**config.mk**
```make
export PLATFORM = sky130hd
export DESIGN_NAME = lsu_bus_seq
export DESIGN_NICKNAME = d
export VERILOG_FILES = /design/src/rtl/lsu_bus_seq_pkg.sv /design/src/rtl/lsu_wait_timer.sv /design/src/rtl/lsu_bus_seq.sv
export SDC_FILE = /design/constraint.sdc
export NUM_CORES = 1
export LEC_CHECK = 0
export ABC_CLOCK_PERIOD_IN_PS = 4200
export CAP_MARGIN = 15
export CORE_MARGIN = 4
export CORE_UTILIZATION = 53
export CTS_CLUSTER_DIAMETER = 200
export DETAILED_ROUTE_END_ITERATION = 10
export PLACE_DENSITY = 0.85
export SLEW_MARGIN = 25
export SYNTH_ARGS = -nofsm -noshare
export SYNTH_HDL_FRONTEND = slang
export SYNTH_HIERARCHICAL = 1
export SYNTH_SLANG_ARGS = --single-unit
```
**constraint.sdc**
```tcl
create_clock -name i_clk -period 4.2 [get_ports i_clk]
set_clock_uncertainty 0.15 [all_clocks]
set_input_delay 0.42 -clock i_clk [delete_from_list [all_inputs] [get_ports i_clk]]
set_output_delay 0.42 -clock i_clk [all_outputs]
set_load 0.005 [all_outputs]
```
**src/rtl/lsu_bus_seq_pkg.sv**
```systemverilog
// Shared types and helpers for the load/store bus sequencer.
// Holds the FSM state encoding, the wait-counter width and the high-byte address step.
package lsu_bus_seq_pkg;

  typedef enum logic [1:0] {
    LSU_IDLE = 2'd0,
    LSU_LO   = 2'd1,
    LSU_HI   = 2'd2,
    LSU_DONE = 2'd3
  } lsu_state_e;

  localparam int unsigned LSU_WAIT_W = 8;

  // Address of the high byte; page_wrap keeps it inside the 256-byte page.
  function automatic logic [15:0] lsu_inc_adr(input logic [15:0] adr, input logic page_wrap);
    logic [15:0] nxt;
    if (page_wrap) begin
      nxt = {adr[15:8], adr[7:0] + 8'd1};
    end else begin
      nxt = adr + 16'd1;
    end
    return nxt;
  endfunction

endpackage

```
**src/rtl/lsu_wait_timer.sv**
```systemverilog
// Per-byte-cycle wait counter: counts edges spent waiting on the bus and flags expiry.
// With TIMEOUT=0 the counter is held at zero and the expire flag is constant 0.
module lsu_wait_timer
  import lsu_bus_seq_pkg::*;
#(
  parameter int unsigned TIMEOUT = 0
) (
  input  logic i_clk,
  input  logic i_rst,
  input  logic i_clr,
  input  logic i_en,
  output logic o_expire
);

  localparam bit                    TimerOn = (TIMEOUT != 0);
  localparam logic [LSU_WAIT_W-1:0] LastCnt = LSU_WAIT_W'(TIMEOUT - 1);

  logic [LSU_WAIT_W-1:0] r_cnt;

  always_ff @(posedge i_clk or posedge i_rst) begin
    if (i_rst) begin
      r_cnt <= '0;
    end else if (i_clr || !TimerOn) begin
      r_cnt <= '0;
    end else if (i_en) begin
      r_cnt <= r_cnt + LSU_WAIT_W'(1);
    end
  end

  // Fires on the edge whose wait would bring the count to TIMEOUT.
  assign o_expire = TimerOn && i_en && (r_cnt == LastCnt);

endmodule

```
**src/rtl/lsu_bus_seq.sv**
```systemverilog
// Load/store sequencer: splits 8/16-bit ALU transfers into little-endian byte cycles on the
// 8-bit memory bus, with registered strobes/address and an optional per-byte wait timeout.
module lsu_bus_seq
  import lsu_bus_seq_pkg::*;
#(
  parameter int unsigned PAGE_WRAP = 0,
  parameter int unsigned TIMEOUT   = 0
) (
  input  logic        i_clk,
  input  logic        i_rst,
  input  logic        i_sched_req,
  input  logic        i_sched_we,
  input  logic        i_sched_word,
  output logic        o_lsu_busy,
  output logic        o_lsu_done,
  output logic        o_lsu_fault,
  input  logic [15:0] i_alu_adr,
  input  logic [15:0] i_alu_payload,
  output logic [15:0] o_rf_load,
  output logic        o_rf_load_we,
  output logic [15:0] o_mem_adr,
  output logic [7:0]  o_mem_dout,
  input  logic [7:0]  i_mem_din,
  output logic        o_mem_rd,
  output logic        o_mem_wr,
  input  logic        i_mem_rdy
);

  lsu_state_e  r_state, w_state_d;
  logic [15:0] r_adr, w_adr_d;
  logic [7:0]  r_pay_hi, w_pay_hi_d;
  logic        r_we, w_we_d;
  logic        r_word, w_word_d;
  logic [7:0]  r_lo, w_lo_d;
  logic        r_fault, w_fault_d;
  logic [15:0] r_mem_adr, w_mem_adr_d;
  logic [7:0]  r_mem_dout, w_mem_dout_d;
  logic        r_mem_rd, w_mem_rd_d;
  logic        r_mem_wr, w_mem_wr_d;
  logic [15:0] r_rf_load, w_rf_load_d;

  logic w_xfer;
  logic w_expire;

  assign w_xfer = (r_state == LSU_LO) || (r_state == LSU_HI);

  lsu_wait_timer #(
    .TIMEOUT(TIMEOUT)
  ) u_wait_timer (
    .i_clk   (i_clk),
    .i_rst   (i_rst),
    .i_clr   (!w_xfer || i_mem_rdy),
    .i_en    (w_xfer && !i_mem_rdy),
    .o_expire(w_expire)
  );

  always_comb begin
    w_state_d    = r_state;
    w_adr_d      = r_adr;
    w_pay_hi_d   = r_pay_hi;
    w_we_d       = r_we;
    w_word_d     = r_word;
    w_lo_d       = r_lo;
    w_fault_d    = r_fault;
    w_mem_adr_d  = r_mem_adr;
    w_mem_dout_d = r_mem_dout;
    w_mem_rd_d   = r_mem_rd;
    w_mem_wr_d   = r_mem_wr;
    w_rf_load_d  = r_rf_load;

    unique case (r_state)
      LSU_IDLE: begin
        if (i_sched_req) begin
          w_state_d    = LSU_LO;
          w_adr_d      = i_alu_adr;
          w_pay_hi_d   = i_alu_payload[15:8];
          w_we_d       = i_sched_we;
          w_word_d     = i_sched_word;
          w_fault_d    = 1'b0;
          // Bus signals are set up on the accepting edge so they are valid for all of LO.
          w_mem_adr_d  = i_alu_adr;
          w_mem_dout_d = i_alu_payload[7:0];
          w_mem_rd_d   = !i_sched_we;
          w_mem_wr_d   = i_sched_we;
        end
      end
      LSU_LO: begin
        if (i_mem_rdy) begin
          w_lo_d = i_mem_din;
          if (r_word) begin
            w_state_d    = LSU_HI;
            w_mem_adr_d  = lsu_inc_adr(r_adr, PAGE_WRAP != 0);
            w_mem_dout_d = r_pay_hi;
          end else begin
            w_state_d  = LSU_DONE;
            w_mem_rd_d = 1'b0;
            w_mem_wr_d = 1'b0;
            if (!r_we) begin
              w_rf_load_d = {8'h00, i_mem_din};
            end
          end
        end else if (w_expire) begin
          w_state_d  = LSU_DONE;
          w_fault_d  = 1'b1;
          w_mem_rd_d = 1'b0;
          w_mem_wr_d = 1'b0;
        end
      end
      LSU_HI: begin
        if (i_mem_rdy) begin
          w_state_d  = LSU_DONE;
          w_mem_rd_d = 1'b0;
          w_mem_wr_d = 1'b0;
          if (!r_we) begin
            w_rf_load_d = {i_mem_din, r_lo};
          end
        end else if (w_expire) begin
          w_state_d  = LSU_DONE;
          w_fault_d  = 1'b1;
          w_mem_rd_d = 1'b0;
          w_mem_wr_d = 1'b0;
        end
      end
      LSU_DONE: begin
        w_state_d = LSU_IDLE;
      end
      default: begin
        w_state_d = LSU_IDLE;
      end
    endcase
  end

  always_ff @(posedge i_clk or posedge i_rst) begin
    if (i_rst) begin
      r_state    <= LSU_IDLE;
      r_adr      <= '0;
      r_pay_hi   <= '0;
      r_we       <= 1'b0;
      r_word     <= 1'b0;
      r_lo       <= '0;
      r_fault    <= 1'b0;
      r_mem_adr  <= '0;
      r_mem_dout <= '0;
      r_mem_rd   <= 1'b0;
      r_mem_wr   <= 1'b0;
      r_rf_load  <= '0;
    end else begin
      r_state    <= w_state_d;
      r_adr      <= w_adr_d;
      r_pay_hi   <= w_pay_hi_d;
      r_we       <= w_we_d;
      r_word     <= w_word_d;
      r_lo       <= w_lo_d;
      r_fault    <= w_fault_d;
      r_mem_adr  <= w_mem_adr_d;
      r_mem_dout <= w_mem_dout_d;
      r_mem_rd   <= w_mem_rd_d;
      r_mem_wr   <= w_mem_wr_d;
      r_rf_load  <= w_rf_load_d;
    end
  end

  assign o_lsu_busy   = (r_state != LSU_IDLE);
  assign o_lsu_done   = (r_state == LSU_DONE);
  assign o_lsu_fault  = (r_state == LSU_DONE) && r_fault;
  assign o_rf_load_we = (r_state == LSU_DONE) && !r_we && !r_fault;
  assign o_rf_load    = r_rf_load;
  assign o_mem_adr    = r_mem_adr;
  assign o_mem_dout   = r_mem_dout;
  assign o_mem_rd     = r_mem_rd;
  assign o_mem_wr     = r_mem_wr;

endmodule

```
# --- Word level (Yosys, flattened, before mapping) ---
# Cells that the tools add are included.
classes:
  addsub: 1
  eq_ne: 10
  reduce_logical: 14
  mux: 26
ops:
  columns: ["cell", "n"]
  rows:
  - ["16-bit 2-to-1 mux", 8]
  - ["16-bit case mux with 2 select lines", 2]
  - ["8-bit 2-to-1 mux", 3]
  - ["16-bit by 1-bit adder with 16-bit output, second input constant", 1]
  - ["8-bit case mux with 2 select lines", 1]
  - ["2-bit inequality test, second input constant", 7]
  - ["2-bit case mux with 4 select lines", 1]
  - ["1-bit 2-to-1 mux", 6]
  - ["2-bit 2-to-1 mux", 3]
  - ["1-bit case mux with 3 select lines", 2]
  - ["6-bit AND reduction", 1]
  - ["2-bit nonzero test", 3]
  - ["5-bit AND reduction", 1]
  - ["2-bit equality test, second input constant", 2]
  - ["2-bit AND reduction", 2]
  - ["4-bit AND reduction", 1]
  - ["3-bit AND reduction", 1]
  - ["3-bit nonzero test", 1]
  - ["2-bit by 1-bit equality test with 1-bit output, second input constant", 1]
  - ["1-bit logical NOT", 2]
  - ["2-bit logical NOT", 1]
  - ["1-bit logical AND", 1]
word_totals:
  input_bits: 46
  wordCells: 62
  ff_bits: 78
  output_inout_bits: 46

# --- Logic depth before layout (Yosys ltp) ---
# Gate-level depths: netlist of run 1.
logic_depth:
  depth_word: 4
  depth_mapped: 10
  depth_no_buf: 7

# --- Hierarchy ---
# The synthesis of run 1 kept the hierarchy.
modules_own_cells:
  columns: ["mod", "instances", "area_each_um2", "seq_area_each_um2", "cells_each"]
  rows:
  - ["lsu_bus_seq", 1, 3687.3, 1976.9, 332]
  - ["lsu_wait_timer", 1, 11.3, 0.0, 2]

# --- Least setup slack after synthesis of run 1 ---
# OpenSTA, ideal clock, no wires.
synth_timing:
  kind: "reg2reg"
  from: "register r_state[1]"
  to: "register r_mem_rd, in the netlist o_mem_rd"
  path_stages_with_launch: 8
  required_ns: 3.925
  synth_period_minus_slack_ns: 2.065
  setup_ns: 0.125
  slack_ns: 2.135
  n_path_buf: 1
  arrival_ns: 1.790
  path_cell_list: "dfrtp_1 inv_1 ha_1 buf_6 nor2b_4 or2_2 a311oi_1 mux2_2"
synth_between:
  elab_chain_len: 3
  word_cells_on_any_way: 10
  cone_classes: "eq/ne: 6; mux: 1; reduce/logical: 3"
synth_lines:
  columns: ["element", "line_no", "text"]
  rows:
  - ["from (decl)", "lsu_bus_seq.sv:29", "lsu_state_e r_state, w_state_d;"]
  - ["from (signal assigned)", "lsu_bus_seq.sv:148", "r_state <= w_state_d;"]
  - ["2-bit by 1-bit equality test with 1-bit output (tied with other cells)", "lsu_bus_seq.sv:71", "unique case (r_state)"]
  - ["2-bit inequality test (no source line) or 3-bit nonzero test (tied branches)", null, null]
  - ["5-bit AND reduction (no source line)", null, null]
  - ["to (signal assigned)", "lsu_bus_seq.sv:157", "r_mem_rd <= w_mem_rd_d;"]
  - ["to (decl)", "lsu_bus_seq.sv:38", "logic r_mem_rd, w_mem_rd_d;"]
# Parallel ways exist; a longest one is shown, timed or not.
# A chain may end at the register's enable or synchronous reset.

# --- Worst setup path in the final report of run 1 ---
layout_timing:
  from: "register r_state[1]"
  to: "register r_mem_adr[15], in the netlist o_mem_adr[15]"
layout_between:
  elab_chain_len: 3
  word_cells_on_any_way: 8
  cone_classes: "eq/ne: 4; mux: 1; reduce/logical: 3"
layout_lines:
  columns: ["element", "line_no", "text"]
  rows:
  - ["2-bit by 1-bit equality test with 1-bit output or 2-bit logical NOT (tied branches)", "lsu_bus_seq.sv:71", null]
  - ["2-bit inequality test (no source line) or 2-bit nonzero test (tied branches)", null, null]
  - ["4-bit AND reduction (no source line)", null, null]
  - ["to (signal assigned)", "lsu_bus_seq.sv:155", "r_mem_adr <= w_mem_adr_d;"]
  - ["to (decl)", "lsu_bus_seq.sv:36", "logic [15:0] r_mem_adr, w_mem_adr_d;"]
# Parallel ways exist; a longest one is shown, timed or not.

==> flow_metrics.env, run 1 <==
export IMPL_die_area_sq_um=8370
export IMPL_cts_tree="done"
export IMPL_setup_viol=0
export IMPL_antenna_found_initial=0
export IMPL_fin_area_sq_um=4860
export IMPL_place_hpwl_um=5650
export IMPL_drive_above_1_share=0.150
export IMPL_worst_pin_slew_ns=0.876
export IMPL_post_cts_setup_buffer_count=0
export IMPL_ctsResizeCount=0
export IMPL_ant_nets=0
export IMPL_path_class="reg -> reg"
export IMPL_power_switching_mw=1.28
export IMPL_final_cell_mix="91 x clkdlybuf4s50_1, 79 x dfrtp_1, 36 x o21ai_0"
export IMPL_slew_violations=0
export IMPL_yosysWarnings=6
export IMPL_fin_crit_sh=0.605
export IMPL_startpoint_type="register"
export IMPL_holdWs_ns=0.331
export IMPL_clockBufferDepth=2
export IMPL_clkSinkCount=79
export IMPL_areaGrowthSynthToFinish_pct=31.6
export IMPL_finalSetupTns_ns=0
export IMPL_grt_max_degree=53
export IMPL_reg2reg_from="r_state[1]$_DFFE_PP0P_"
export IMPL_htree_levels=3
export IMPL_placementRows=30
export IMPL_max_freq_mhz=393
export IMPL_portBuffers=91
export IMPL_synth_nets=384
export IMPL_syn_instance_count=333
export IMPL_die_y_um=91.5
export IMPL_cp_required_ns=4.27
export IMPL_place_area_sq_um=4660
export IMPL_rrSetupSlack_ns=1.66
export IMPL_p_leak_nw=2.02
export IMPL_finalHoldViolations=0
export IMPL_r2r_end="o_mem_adr[15]$_DFFE_PP0P_"
export IMPL_crit_path_end_kind="register"
export IMPL_hp_start="o_mem_adr[6]$_DFFE_PP0P_"
export IMPL_clock_tree_root_cell="clkbuf_8"
export IMPL_grt_total_usage=0.208
export IMPL_post_route_min_period_ns=2.54
export IMPL_cp_data_arrival_time_ns=2.62
export IMPL_avgSynthCellArea_sq_um=11.1
export IMPL_fin_nets=472
export IMPL_initial_core_util=0.544
export IMPL_grt_overflow_total=0
export IMPL_p_clk_frac=0.156
export IMPL_cts_made_buffers=9
export IMPL_gp_congestion=0.767
export IMPL_pin_count=92
export IMPL_powerDensity_nw_per_um2=737
export IMPL_ir_worst_vdd_mv=0.349
export IMPL_synth_cell_area_sq_um=3690
export IMPL_fin_total_pwr_mw=3.58
export IMPL_first_global_vias=2895
export IMPL_min_path_cells=1
export IMPL_reg2reg_depth=9
export IMPL_wl_per_cell_um=15.8
export IMPL_status="finished, final reports clean"
export IMPL_pwr_share_comb=0.455
export IMPL_maxSlewHeadroom=0.416
export IMPL_layout_commonest_cell="clkdlybuf4s50_1"
export IMPL_p_seq_frac=0.388
export IMPL_die_w_um=91.5
export IMPL_drt_iter0_drc=61
export IMPL_vias=2756
export IMPL_path_clk_slew_ns=0.08
export IMPL_diodes=0
export IMPL_drc=0
export IMPL_finalWirelength_um=8250
export IMPL_clk_insertion_delay_late_ns=0.34
export IMPL_p_int_mw=2.31
export IMPL_switching_share=0.356
export IMPL_fill_cells=479
export IMPL_first_pass_iters=4
export IMPL_hp_class="reg -> reg"
export IMPL_hold_end="o_mem_adr[6]$_DFFE_PP0P_"
export IMPL_grt_pass1_wl_um=13900
export IMPL_cap_violations=0
export IMPL_cts_hold_buf=0
export IMPL_routed_via_density=5.28
export IMPL_core_sq_um=6790
export IMPL_path_max_fanout=43
export IMPL_rsz0062_at_grt="no"
## sequential cells by signal (all words and copies together), names as in the netlist, 2 cells and up
name and cells:
r_lo 8, o_mem_adr 16, r_adr 16, r_pay_hi 8
o_mem_dout 8, r_state 2, o_rf_load 16
## final cells by class
class                      count  area (sq um)  area share
sequential                    79          1980       0.406
clock buffer                  11           141      0.0291
clock inverter                 5          57.6      0.0118
inverter                      15          57.6      0.0118
multi-input combinational    220          1560       0.321
timing repair buffer          96           948       0.195
tap                           96           120      0.0247
## stage by stage
step	std cells	setup slack [ns]	utilization
floorplan	333	1.61	-
global placement	506	1.75	0.686
detailed placement	506	1.68	0.686
CTS	522	1.66	0.715
global route	522	1.44	0.716
finish	522	1.66	0.716
## power groups by stage
stage / logic, mW / registers (mW) / clock network, mW
after global routing: 1.82 / 1.44 / 0.605
after CTS: 1.65 / 1.39 / 0.574
after floorplan: 1.04 / 1.36 / 0
after detailed placement: 1.63 / 1.40 / 0
after global placement: 1.58 / 1.37 / 0
final: 1.63 / 1.39 / 0.560
## worst max path at each step
stage | slack [ns] | end | cells after the start | from
after floorplan | 1.61 | o_mem_adr[0]$_DFFE_PP0P_ | 1 | i_rst
after global placement | 1.75 | r_pay_hi[6]$_DFFE_PP0P_ | 3 | i_sched_req
after detailed placement | 1.68 | o_mem_adr[15]$_DFFE_PP0P_ | 9 | r_state[1]$_DFFE_PP0P_
after CTS | 1.66 | o_mem_adr[15]$_DFFE_PP0P_ | 9 | r_state[1]$_DFFE_PP0P_
after global routing | 1.44 | o_mem_adr[10]$_DFFE_PP0P_ | 9 | r_state[1]$_DFFE_PP0P_
final | 1.66 | o_mem_adr[15]$_DFFE_PP0P_ | 9 | r_state[1]$_DFFE_PP0P_
## layer usage
layer	global-route usage	share of wire	vias to the layer above
met5	0	0	-
met1	0.262	0.43	1328
met2	0.324	0.47	88
met4	0.0980	0.026	0
li1	-	-	1320
met3	0.0679	0.069	20
## worst max-delay path, stage by stage, from the launching register on
cell      delay (ns)
dfrtp_1         0.42
inv_1           0.10
ha_2            0.17
buf_4           0.41
a21boi_1        0.32
or3_1           0.15
buf_4           0.36
nor3b_1         0.10
a21oi_1         0.13
o21ai_0         0.10
Power figures use the tool's default switching activity.
==> run 2, diff against run 1 <==
- ABC_CLOCK_PERIOD_IN_PS: 4200 -> 2400
- CORE_UTILIZATION: 53 -> 49
- PLACE_DENSITY: 0.85 -> 0.8
- clock period: 4.2 -> 2.4 ns (I/O delays scaled with it)
==> flow_metrics.env, run 2 (synthesis gave the netlist of run 1 again) <==
export IMPL_drive_above_1_share=0.158
export IMPL_cts_made_buffers=9
export IMPL_grt_pass1_wl_um=13200
export IMPL_post_route_min_period_ns=2.14
export IMPL_gp_congestion=0.766
export IMPL_first_pass_iters=4
export IMPL_finalWirelength_um=8050
export IMPL_post_cts_setup_buffer_count=0
export IMPL_rsz0062_at_grt="no"
export IMPL_setup_viol=0
export IMPL_slew_violations=0
export IMPL_finalHoldViolations=0
export IMPL_clk_insertion_delay_late_ns=0.35
export IMPL_grt_overflow_total=0
export IMPL_ir_worst_vdd_mv=0.658
export IMPL_wl_per_cell_um=15.2
export IMPL_fill_cells=608
export IMPL_areaGrowthSynthToFinish_pct=32.7
export IMPL_diodes=0
export IMPL_portBuffers=91
export IMPL_grt_max_degree=80
export IMPL_p_seq_frac=0.388
export IMPL_clkSinkCount=79
export IMPL_final_cell_mix="91 x clkdlybuf4s50_1, 79 x dfrtp_1, 36 x o21ai_0"
export IMPL_cp_required_ns=2.52
export IMPL_vias=2743
export IMPL_ant_nets=0
export IMPL_routed_via_density=5.19
export IMPL_initial_core_util=0.507
export IMPL_crit_family="buffers and inverters"
export IMPL_cap_violations=0
export IMPL_die_y_um=94.8
export IMPL_grt_total_usage=0.190
export IMPL_clock_tree_root_cell="clkbuf_8"
export IMPL_die_w_um=94.8
export IMPL_hp_class="in -> async"
export IMPL_finalSetupTns_ns=0
export IMPL_switching_share=0.353
export IMPL_status="finished, final reports clean"
export IMPL_path_clk_slew_ns=0.08
export IMPL_maxSlewHeadroom=0.662
export IMPL_pin_count=92
export IMPL_worst_pin_slew_ns=0.503
export IMPL_placementRows=31
export IMPL_layout_commonest_cell="clkdlybuf4s50_1"
export IMPL_p_int_mw=4.06
export IMPL_powerDensity_nw_per_um2=1280
export IMPL_cts_hold_buf=0
export IMPL_drt_iter0_drc=94
export IMPL_crit_buf_inv=3
export IMPL_cts_tree="done"
export IMPL_p_clk_frac=0.150
export IMPL_cp_data_arrival_time_ns=2.26
export IMPL_ctsResizeCount=0
export IMPL_dp_cells=514
export IMPL_first_global_vias=2702
export IMPL_power_switching_mw=2.21
export IMPL_clockBufferDepth=2
export IMPL_pwr_share_comb=0.463
export IMPL_antenna_found_initial=0
export IMPL_max_freq_mhz=467
export IMPL_startpoint_type="register"
export IMPL_die_area_sq_um=8990
export IMPL_drc=0
export IMPL_multi_input_area_sq_um=1560
export IMPL_instances_no_fill=529
export IMPL_cp_cell_sequence="inv_1 -> ha_2 -> buf_4 -> nor2_1 -> a2111oi_4 -> buf_4 -> nor2_1 -> a21oi_1"
export IMPL_fin_nets=477
export IMPL_crit_path_end_kind="register"
export IMPL_cp_slowest_cell="dfrtp_1"
export IMPL_path_max_fanout=32
export IMPL_p_leak_nw=2.05
export IMPL_fin_crit_sh=0.893
export IMPL_htree_levels=3
export IMPL_max_stage_delay_ns=0.42
export IMPL_seq_area_sq_um=1980
export IMPL_place_hpwl_um=5790
export IMPL_core_sq_um=7290
export IMPL_path_class="reg -> reg"
-- run 2: power by group through the flow --
stage | registers [mW] | clock network (mW) | logic (mW)
after floorplan | 2.38 | 0 | 1.81
after global placement | 2.41 | 0 | 2.82
after detailed placement | 2.44 | 0 | 2.94
after CTS | 2.43 | 0.966 | 2.95
after global routing | 2.51 | 1.02 | 3.21
final | 2.43 | 0.939 | 2.90
-- run 2: path summary, 6_finish.rpt --
check / startpoint / to / slack, ns / cells past startpoint
worst max-delay path: r_state[1]$_DFFE_PP0P_ / o_rf_load[3]$_DFFE_PP0P_ / 0.26 / 8
worst min-delay path: i_rst / o_mem_wr$_DFFE_PP0P_ / 0.19 / 3
worst max register to register: r_state[1]$_DFFE_PP0P_ / o_rf_load[3]$_DFFE_PP0P_ / 0.26 / 8
worst min register to register: o_mem_adr[5]$_DFFE_PP0P_ / o_mem_adr[5]$_DFFE_PP0P_ / 0.33 / 1
max in group asynchronous: i_rst / r_word$_DFFE_PP0P_ / 1.56 / 3
min in group i_clk: o_mem_adr[5]$_DFFE_PP0P_ / o_mem_adr[5]$_DFFE_PP0P_ / 0.33 / 1
-- run 2: worst register-to-register path, cell delays in order, from the launching register on --
cell	delay, ns
dfrtp_1	0.42
inv_1	0.12
ha_2	0.22
buf_4	0.21
nor2_1	0.10
a2111oi_4	0.27
buf_4	0.35
nor2_1	0.09
a21oi_1	0.15
-- run 2: per-stage QoR --
stage,hold WS (ns),total power [mW],setup WS (ns),area [sq um],util
3_5_place_dp,0.316,5.38,0.175,4720,0.647
6_report,0.194,6.27,0.258,4900,0.673
2_1_floorplan,0.229,4.19,0.335,3700,-
3_3_place_gp,0.310,5.23,0.244,4720,0.647
5_1_grt,0.234,6.75,0.0833,4900,0.673
4_1_cts,0.219,6.34,0.252,4900,0.673
-- run 2: area by class of cell --
cell class	count	area share
sequential	79	0.403
multi-input combinational	220	0.318
timing repair buffer	101	0.204
clock buffer	9	0.0253
tap	99	0.0253
clock inverter	6	0.0128
inverter	15	0.0122
-- run 2: per-layer routing --
layer | share of wire | up-vias | GRT usage | wire length [um]
met5 | 0 | - | 0 | 0
met2 | 0.49 | 67 | 0.318 | 3960
met4 | 0.012 | 0 | 0.0541 | 95
met3 | 0.060 | 9 | 0.0566 | 482
li1 | - | 1331 | - | -
met1 | 0.44 | 1336 | 0.237 | 3520
